[src/rtl/regfile_wb_arbiter_if.sv]
// Write-back bus between the two result producers, the arbiter and the register-file write port.
interface regfile_wb_arbiter_if #(
    parameter int XLEN = 32,
    parameter int AW   = 5
);
    logic            req0_valid;
    logic [AW-1:0]   req0_rd;
    logic [XLEN-1:0] req0_data;
    logic            req0_ready;
    logic            req1_valid;
    logic [AW-1:0]   req1_rd;
    logic [XLEN-1:0] req1_data;
    logic            req1_ready;
    logic            rf_we;
    logic [AW-1:0]   rf_rd;
    logic [XLEN-1:0] rf_wdata;

    modport master (
        output req0_valid, req0_rd, req0_data,
        output req1_valid, req1_rd, req1_data,
        input  req0_ready, req1_ready,
        input  rf_we, rf_rd, rf_wdata
    );

    modport slave (
        input  req0_valid, req0_rd, req0_data,
        input  req1_valid, req1_rd, req1_data,
        output req0_ready, req1_ready,
        output rf_we, rf_rd, rf_wdata
    );
endinterface

[src/rtl/regfile_wb_arbiter.sv]
// Round-robin write-back arbiter for the 32x32 register file, with an optional
// RAW-hazard scoreboard enabled by defining WB_SCOREBOARD_EN.
module regfile_wb_arbiter #(
    parameter int XLEN = 32,
    parameter int AW   = 5
) (
    input  logic                 clk,
    input  logic                 reset,
    regfile_wb_arbiter_if.slave  bus,
    input  logic                 claim_valid,
    input  logic [AW-1:0]        claim_rd,
    input  logic [AW-1:0]        rs1_addr,
    input  logic [AW-1:0]        rs2_addr,
    output logic                 rs1_busy,
    output logic                 rs2_busy,
    output logic                 last_grant
);
    localparam int NREG = 1 << AW;

    logic            gnt0;
    logic            gnt1;
    logic [AW-1:0]   sel_rd;
    logic [XLEN-1:0] sel_data;
    logic            last_grant_reg;
    logic            rf_we_reg;
    logic [AW-1:0]   rf_rd_reg;
    logic [XLEN-1:0] rf_wdata_reg;

    // Ready is gated by reset so nothing is granted while the block is held in reset.
    always_comb begin
        gnt0     = reset && bus.req0_valid && (!bus.req1_valid || last_grant_reg);
        gnt1     = reset && bus.req1_valid && (!bus.req0_valid || !last_grant_reg);
        sel_rd   = gnt1 ? bus.req1_rd   : bus.req0_rd;
        sel_data = gnt1 ? bus.req1_data : bus.req0_data;
    end

    assign bus.req0_ready = gnt0;
    assign bus.req1_ready = gnt1;

    // Writes to x0 are consumed but leave the write port idle and its address/data untouched.
    always_ff @(posedge clk or negedge reset) begin
        if (!reset) begin
            last_grant_reg <= 1'b1;
            rf_we_reg      <= 1'b0;
            rf_rd_reg      <= '0;
            rf_wdata_reg   <= '0;
        end else begin
            rf_we_reg <= 1'b0;
            if (gnt0 || gnt1) begin
                last_grant_reg <= gnt1;
                if (sel_rd != '0) begin
                    rf_we_reg    <= 1'b1;
                    rf_rd_reg    <= sel_rd;
                    rf_wdata_reg <= sel_data;
                end
            end
        end
    end

    assign bus.rf_we    = rf_we_reg;
    assign bus.rf_rd    = rf_rd_reg;
    assign bus.rf_wdata = rf_wdata_reg;
    assign last_grant   = last_grant_reg;

`ifdef WB_SCOREBOARD_EN
    wire [NREG-1:0] busy_vec;
    assign busy_vec[0] = 1'b0;

    genvar gi;
    generate
        for (gi = 1; gi < NREG; gi++) begin : g_busy
            logic busy_reg;
            // A claim landing on the same edge as the committing write keeps the bit set.
            always_ff @(posedge clk or negedge reset) begin
                if (!reset) begin
                    busy_reg <= 1'b0;
                end else if (claim_valid && (claim_rd == AW'(gi))) begin
                    busy_reg <= 1'b1;
                end else if (rf_we_reg && (rf_rd_reg == AW'(gi))) begin
                    busy_reg <= 1'b0;
                end
            end
            assign busy_vec[gi] = busy_reg;
        end
    endgenerate

    assign rs1_busy = busy_vec[rs1_addr];
    assign rs2_busy = busy_vec[rs2_addr];
`else
    logic unused_scoreboard_inputs;
    assign unused_scoreboard_inputs = ^{claim_valid, claim_rd, rs1_addr, rs2_addr, NREG[0]};
    assign rs1_busy = 1'b0;
    assign rs2_busy = 1'b0;
`endif
endmodule

[src/flat_wrapper.sv]
// flat-port wrapper written by rule: the top's interface ports become plain ports
module regfile_wb_arbiter_flat 
#(
    parameter int XLEN = 32,
    parameter int AW   = 5
)
  (clk, reset, claim_valid, claim_rd, rs1_addr, rs2_addr, rs1_busy, rs2_busy, last_grant, bus_req0_valid, bus_req0_rd, bus_req0_data, bus_req1_valid, bus_req1_rd, bus_req1_data, bus_req0_ready, bus_req1_ready, bus_rf_we, bus_rf_rd, bus_rf_wdata);
  regfile_wb_arbiter_if #(.XLEN(XLEN), .AW(AW)) bus_i ();
  input  logic clk;
  input  logic reset;
  input  logic claim_valid;
  input  logic [AW-1:0] claim_rd;
  input  logic [AW-1:0] rs1_addr;
  input  logic [AW-1:0] rs2_addr;
  output logic rs1_busy;
  output logic rs2_busy;
  output logic last_grant;
  input wire logic [$bits(bus_i.req0_valid)-1:0] bus_req0_valid;
  input wire logic [$bits(bus_i.req0_rd)-1:0] bus_req0_rd;
  input wire logic [$bits(bus_i.req0_data)-1:0] bus_req0_data;
  input wire logic [$bits(bus_i.req1_valid)-1:0] bus_req1_valid;
  input wire logic [$bits(bus_i.req1_rd)-1:0] bus_req1_rd;
  input wire logic [$bits(bus_i.req1_data)-1:0] bus_req1_data;
  output wire logic [$bits(bus_i.req0_ready)-1:0] bus_req0_ready;
  output wire logic [$bits(bus_i.req1_ready)-1:0] bus_req1_ready;
  output wire logic [$bits(bus_i.rf_we)-1:0] bus_rf_we;
  output wire logic [$bits(bus_i.rf_rd)-1:0] bus_rf_rd;
  output wire logic [$bits(bus_i.rf_wdata)-1:0] bus_rf_wdata;
  assign bus_i.req0_valid = bus_req0_valid;
  assign bus_i.req0_rd = bus_req0_rd;
  assign bus_i.req0_data = bus_req0_data;
  assign bus_i.req1_valid = bus_req1_valid;
  assign bus_i.req1_rd = bus_req1_rd;
  assign bus_i.req1_data = bus_req1_data;
  assign bus_req0_ready = bus_i.req0_ready;
  assign bus_req1_ready = bus_i.req1_ready;
  assign bus_rf_we = bus_i.rf_we;
  assign bus_rf_rd = bus_i.rf_rd;
  assign bus_rf_wdata = bus_i.rf_wdata;
  regfile_wb_arbiter #(.XLEN(XLEN), .AW(AW)) u_core (.clk(clk), .reset(reset), .bus(bus_i), .claim_valid(claim_valid), .claim_rd(claim_rd), .rs1_addr(rs1_addr), .rs2_addr(rs2_addr), .rs1_busy(rs1_busy), .rs2_busy(rs2_busy), .last_grant(last_grant));
endmodule
[config.mk]
export PLATFORM = sky130hd
export DESIGN_NAME = regfile_wb_arbiter_flat
export DESIGN_NICKNAME = d
export VERILOG_FILES = /design/src/rtl/regfile_wb_arbiter_if.sv /design/src/rtl/regfile_wb_arbiter.sv /design/src/flat_wrapper.sv
export SDC_FILE = /design/constraint.sdc
export NUM_CORES = 1
export LEC_CHECK = 0
export ABC_AREA = 1
export BUFFER_PORTS_ARGS = -buffer_cell sky130_fd_sc_hd__buf_4
export CAP_MARGIN = 0
export CORE_MARGIN = 3
export CORE_UTILIZATION = 30
export CTS_CLUSTER_SIZE = 24
export DETAILED_ROUTE_END_ITERATION = 16
export PLACE_DENSITY_LB_ADDON = 0.08
export SYNTH_ARGS = -nofsm -noshare
export SYNTH_HDL_FRONTEND = slang
export SYNTH_SLANG_ARGS = --single-unit
[constraint.sdc]
create_clock -name clk -period 2.13 [get_ports clk]
set_clock_uncertainty 0.05 [all_clocks]
set_input_delay 0.1065 -clock clk [delete_from_list [all_inputs] [get_ports clk]]
set_output_delay 0.1065 -clock clk [all_outputs]
set_load 0.01 [all_outputs]
# --- Yosys cells after proc, flatten, opt, wreduce, memory -nomap -nowiden ---
# Cells that the tools add are included.
op_classes:
  reduce_logical: 12
  mux: 4
ops:
  columns: ["op", "n"]
  rows:
  - ["32-bit two-way mux", 1]
  - ["5-bit two-way mux", 1]
  - ["5-bit nonzero test", 1]
  - ["1-bit logical AND", 4]
  - ["1-bit zero test", 3]
  - ["1-bit logical OR", 3]
  - ["1-bit two-way mux", 2]
  - ["2-bit AND reduction", 1]
word_totals:
  wordCells: 20
  regBits: 39
  in_bits: 94
  output_inout_bits: 43

# --- Depth between registers and ports, before layout ---
logic_depth:
  ltp_word: 7
  depth_mapped: 12

# --- Least setup slack after synthesis ---
# OpenSTA, ideal clock, no wires.
synth_timing:
  path_kind: "flip-flop to flip-flop"
  start: "register u_core.last_grant_reg (netlist: u_core.last_grant)"
  end: "register u_core.rf_rd_reg[1] (netlist: u_core.bus.rf_rd[1])"
  t_required_ns: 1.963
  stages_incl_launch_ff: 9
  slack_ns: 0.382
  setup_ns: 0.117
  path_buffers: 2
  t_arrival_ns: 1.581
  cell_sequence: "dfstp_2 inv_1 a21oi_1 nor2_1 o21bai_2 buf_4 buf_6 nand2_1 nand2_1"
synth_rtl:
  columns: ["item", "line", "text"]
  rows:
  - ["start, declared", "regfile_wb_arbiter.sv:24", "logic last_grant_reg;"]
  - ["start signal, assigned", "regfile_wb_arbiter.sv:50", "last_grant_reg <= gnt1;"]
  - ["1-bit logical OR", "regfile_wb_arbiter.sv:31", "gnt0 = reset && bus.req0_valid && (!bus.req1_valid || last_grant_reg);"]
  - ["1-bit logical AND", "regfile_wb_arbiter.sv:31", null]
  - ["net bus_req0_ready", "flat_wrapper.sv:24", "output wire logic [$bits(bus_i.req0_ready)-1:0] bus_req0_ready;"]
  - ["1-bit logical OR", "regfile_wb_arbiter.sv:49", "if (gnt0 || gnt1) begin"]
  - ["2-bit AND reduction (no source line)", null, null]
  - ["end signal, assigned", "regfile_wb_arbiter.sv:53", "rf_rd_reg <= sel_rd;"]
  - ["end, declared", "regfile_wb_arbiter.sv:26", "logic [AW-1:0] rf_rd_reg;"]
# The timed path passes the listed nets, and every way through them passes these cells.
# A chain may end at the register's enable or synchronous reset.

# --- Final worst setup path ---
layout_timing:
  start: "register u_core.last_grant_reg (netlist: u_core.last_grant)"
  end: "register u_core.rf_wdata_reg[7] (netlist: u_core.bus.rf_wdata[7])"
layout_via:
  elab_chain_cells: 6
layout_rtl:
  columns: ["item", "line", "text"]
  rows:
  - ["1-bit zero test", "regfile_wb_arbiter.sv:32", "gnt1 = reset && bus.req1_valid && (!bus.req0_valid || !last_grant_reg);"]
  - ["1-bit logical OR", "regfile_wb_arbiter.sv:32", null]
  - ["1-bit logical AND", "regfile_wb_arbiter.sv:32", null]
  - ["5-bit two-way mux", "regfile_wb_arbiter.sv:33", "sel_rd = gnt1 ? bus.req1_rd : bus.req0_rd;"]
  - ["5-bit nonzero test", "regfile_wb_arbiter.sv:51", "if (sel_rd != '0) begin"]
  - ["2-bit AND reduction (no source line)", null, null]
  - ["end signal, assigned", "regfile_wb_arbiter.sv:54", "rf_wdata_reg <= sel_data;"]
  - ["end, declared", "regfile_wb_arbiter.sv:27", "logic [XLEN-1:0] rf_wdata_reg;"]
# Several ways; a longest one is shown, not always the timed one.

==> out/metrics.csv <==
metric,value,unit
postSynthAreaPerCell,6.81,sq um
cpMostUsedCell,nand2_1,
wirelength,6270,um
slowest_delay,0.57,ns
synth_cells,309,
grt_pass1_vias,2257,
grt_overflow_total,0,
drv_cap,0,
rsz0062_at_grt,no,
drtIter0Drc,82,
rows,29,
routed-via-count,2232,
largest_reg_flops,32,
synth_area_leader_cell,dfrtp_1,
yosysSeqAreaShare,0.464,
fin_area,0.00324,sq mm
drc_errors,0,
ys_top_cells_by_area,"dfrtp_1 45%, nand2_1 33%, nand3_1 9.0%",
clkSinkCount,39,
slew_violations,0,
post_route_cells_drive_above_1_share,0.332,
track_usage,0.156,
via_per_inst,4.28,
worstPathArrival,2.02,ns
slew_headroom,0.666,
p_int,1800,uW
grt_pass1_wl,10400,um
power_frac_clock,0.283,
cp-start-kind,register,
power_switching_share,0.298,
wl_per_cell,12.0,um
min_period,1.89,ns
path_cells,"nand2_1, nand2_4, nand2_1, o21ai_1, nand2_1, inv_1, nand2_1, buf_4, nand3_1, nand2_1",
cts_buffers,5,
yosysTopAreaCellShare,0.452,
ys_warn_count,0,
pwr-share-seq,0.388,
die_x,89.8,um
status,finished clean,
synth.distinct_cells,22,
antenna_found_initial,0,
vdd_drop_max,0.000304,V
pin_count,137,
grt_max_degree,40,
fillers,703,
htreeDepth,2,
setup_viol,0,
syn_area,0.00210,sq mm
path_buf_inv,2,
dieArea,0.00806,sq mm
finalHoldViolCount,0,
crit_path_max_fanout,20,
dr.pass1.iters,4,
die_y,89.8,um
power.leakage,0.00193,uW
combPwrFrac,0.329,
p_switching,764,uW
globalplace.congestion,0.739,
finalNetCount,521,
fin_crit_sh,0.889,
worst-slew-pin-transition,0.500,ns
areaGrowthSynthToFinish,54.1,%
crit_family,simple AND/OR/NAND/NOR gates,
clk_pin_slew_worst_paths,0.08,ns
fin_tns_setup,0,ns
placed_area,0.00310,sq mm
cts_setup_buffers,0,
critPathCaptureType,register,
synth_seq_cells,39,
ant_nets,0,
crit_type,register to register,
cts_tree,done,
worstPathRequired,2.25,ns
cts_root_buffer,clkbuf_8,
crit_slowest_cell,dfstp_2,
clock_latency,0.28,ns
hp-class,input pin to register,
powerDensity,791,mW/mm^2
fmax,0.528,GHz
hpwl,4660,um
core,0.00657,sq mm
clock_path_buffers,2,
initial_core_util,0.320,
portBuffers,118,
antenna_cells,0,
worst register-to-register path, cell delays in order (launching register included):
cell and delay, ns:
dfstp_2 0.57, nand2_1 0.14, nand2_4 0.23, nand2_1 0.07
o21ai_1 0.10, nand2_1 0.13, inv_1 0.07, nand2_1 0.06
buf_4 0.21, nand3_1 0.10, nand2_1 0.06
path summary, 6_finish.rpt:
check / start / to / slack [ns] / cells after the start
max in group asynchronous: reset / u_core.last_grant / 1.24 / 3
hold reg to reg: u_core.bus.rf_wdata[13] / u_core.bus.rf_wdata[13] / 0.42 / 2
setup / recovery: u_core.last_grant / u_core.bus.rf_wdata[7] / 0.24 / 10
min in group asynchronous: reset / u_core.bus.rf_rd[4] / 0.43 / 3
hold / removal: bus_req1_rd[3] / u_core.bus.rf_rd[3] / 0.09 / 5
setup reg to reg: u_core.last_grant / u_core.bus.rf_wdata[7] / 0.24 / 10
layout make-up:
class	count	area (sq um)	area share
clock buffer	6	72.6	0.0224
clock inverter	2	60.1	0.0185
inverter	15	56.3	0.0174
multi-input combinational	237	977	0.301
sequential	39	977	0.301
tap	93	116	0.0359
timing repair buffer	129	983	0.303
power by group through the flow:
stage               clock network [uW]  logic [uW]  registers, uW
floorplan                            0         302           1080
global placement                     0         850           1000
detailed placement                   0         857           1010
CTS                                745         859            997
global route                       777         939           1020
finish                             725         843            995
through the flow:
step / power [uW] / hold slack [ns] / std cells / util / setup WS, ns
3_5_place_dp: 1870 / 0.177 / 512 / 0.471 / 0.151
2_1_floorplan: 1380 / -0.239 / 310 / - / 0.382
4_1_cts: 2600 / 0.0823 / 521 / 0.493 / 0.127
6_report: 2560 / 0.0896 / 521 / 0.494 / 0.236
5_1_grt: 2730 / 0.0953 / 521 / 0.494 / 0.0617
3_3_place_gp: 1850 / 0.172 / 512 / 0.471 / 0.164
repair_timing:
action | 4_1_cts | 5_1_grt
hold endpoints to repair | 38 | 0
setup endpoints to repair | 0 | 28
hold buffers | 1 | 0
gates resized for setup | 0 | 1
routing by layer:
| layer | part of all wire | GRT usage |
|---|---|---|
| met5 | 0 | 0 |
| met4 | 0.0081 | 0.0421 |
| met1 | 0.46 | 0.198 |
| met3 | 0.088 | 0.0551 |
| met2 | 0.45 | 0.254 |
Yosys cell counts, drive strengths merged:
master  instances
a21oi           2
buf            11
clkbuf          8
clkinv          1
conb            1
dfrtp          38
dfstp           1
inv            14
nand2         187
nand3          38
nand3b          1
nor2            2
o21ai           2
o21bai          1
or2             2
layout by cell type (no fill, tap or decap), drive strengths merged:
cell / count
a21oi: 2
buf: 128
bufinv: 2
clkbuf: 6
clkinv: 1
conb: 2
dfrtp: 38
dfstp: 1
dlygate4sd3: 1
inv: 14
nand2: 187
nand3: 38
nand3b: 1
nor2: 2
o21ai: 2
o21bai: 1
or2: 2
kinds of logic after synthesis:
group                  Yosys count  share of synthesized area
AOI/OAI and AO/OA                5                     0.0166
buffers and inverters           34                     0.0791
DFF                             39                      0.464
other                            1                    0.00178
and+or+nand+nor                230                      0.438
Power figures use the tool's default switching activity.
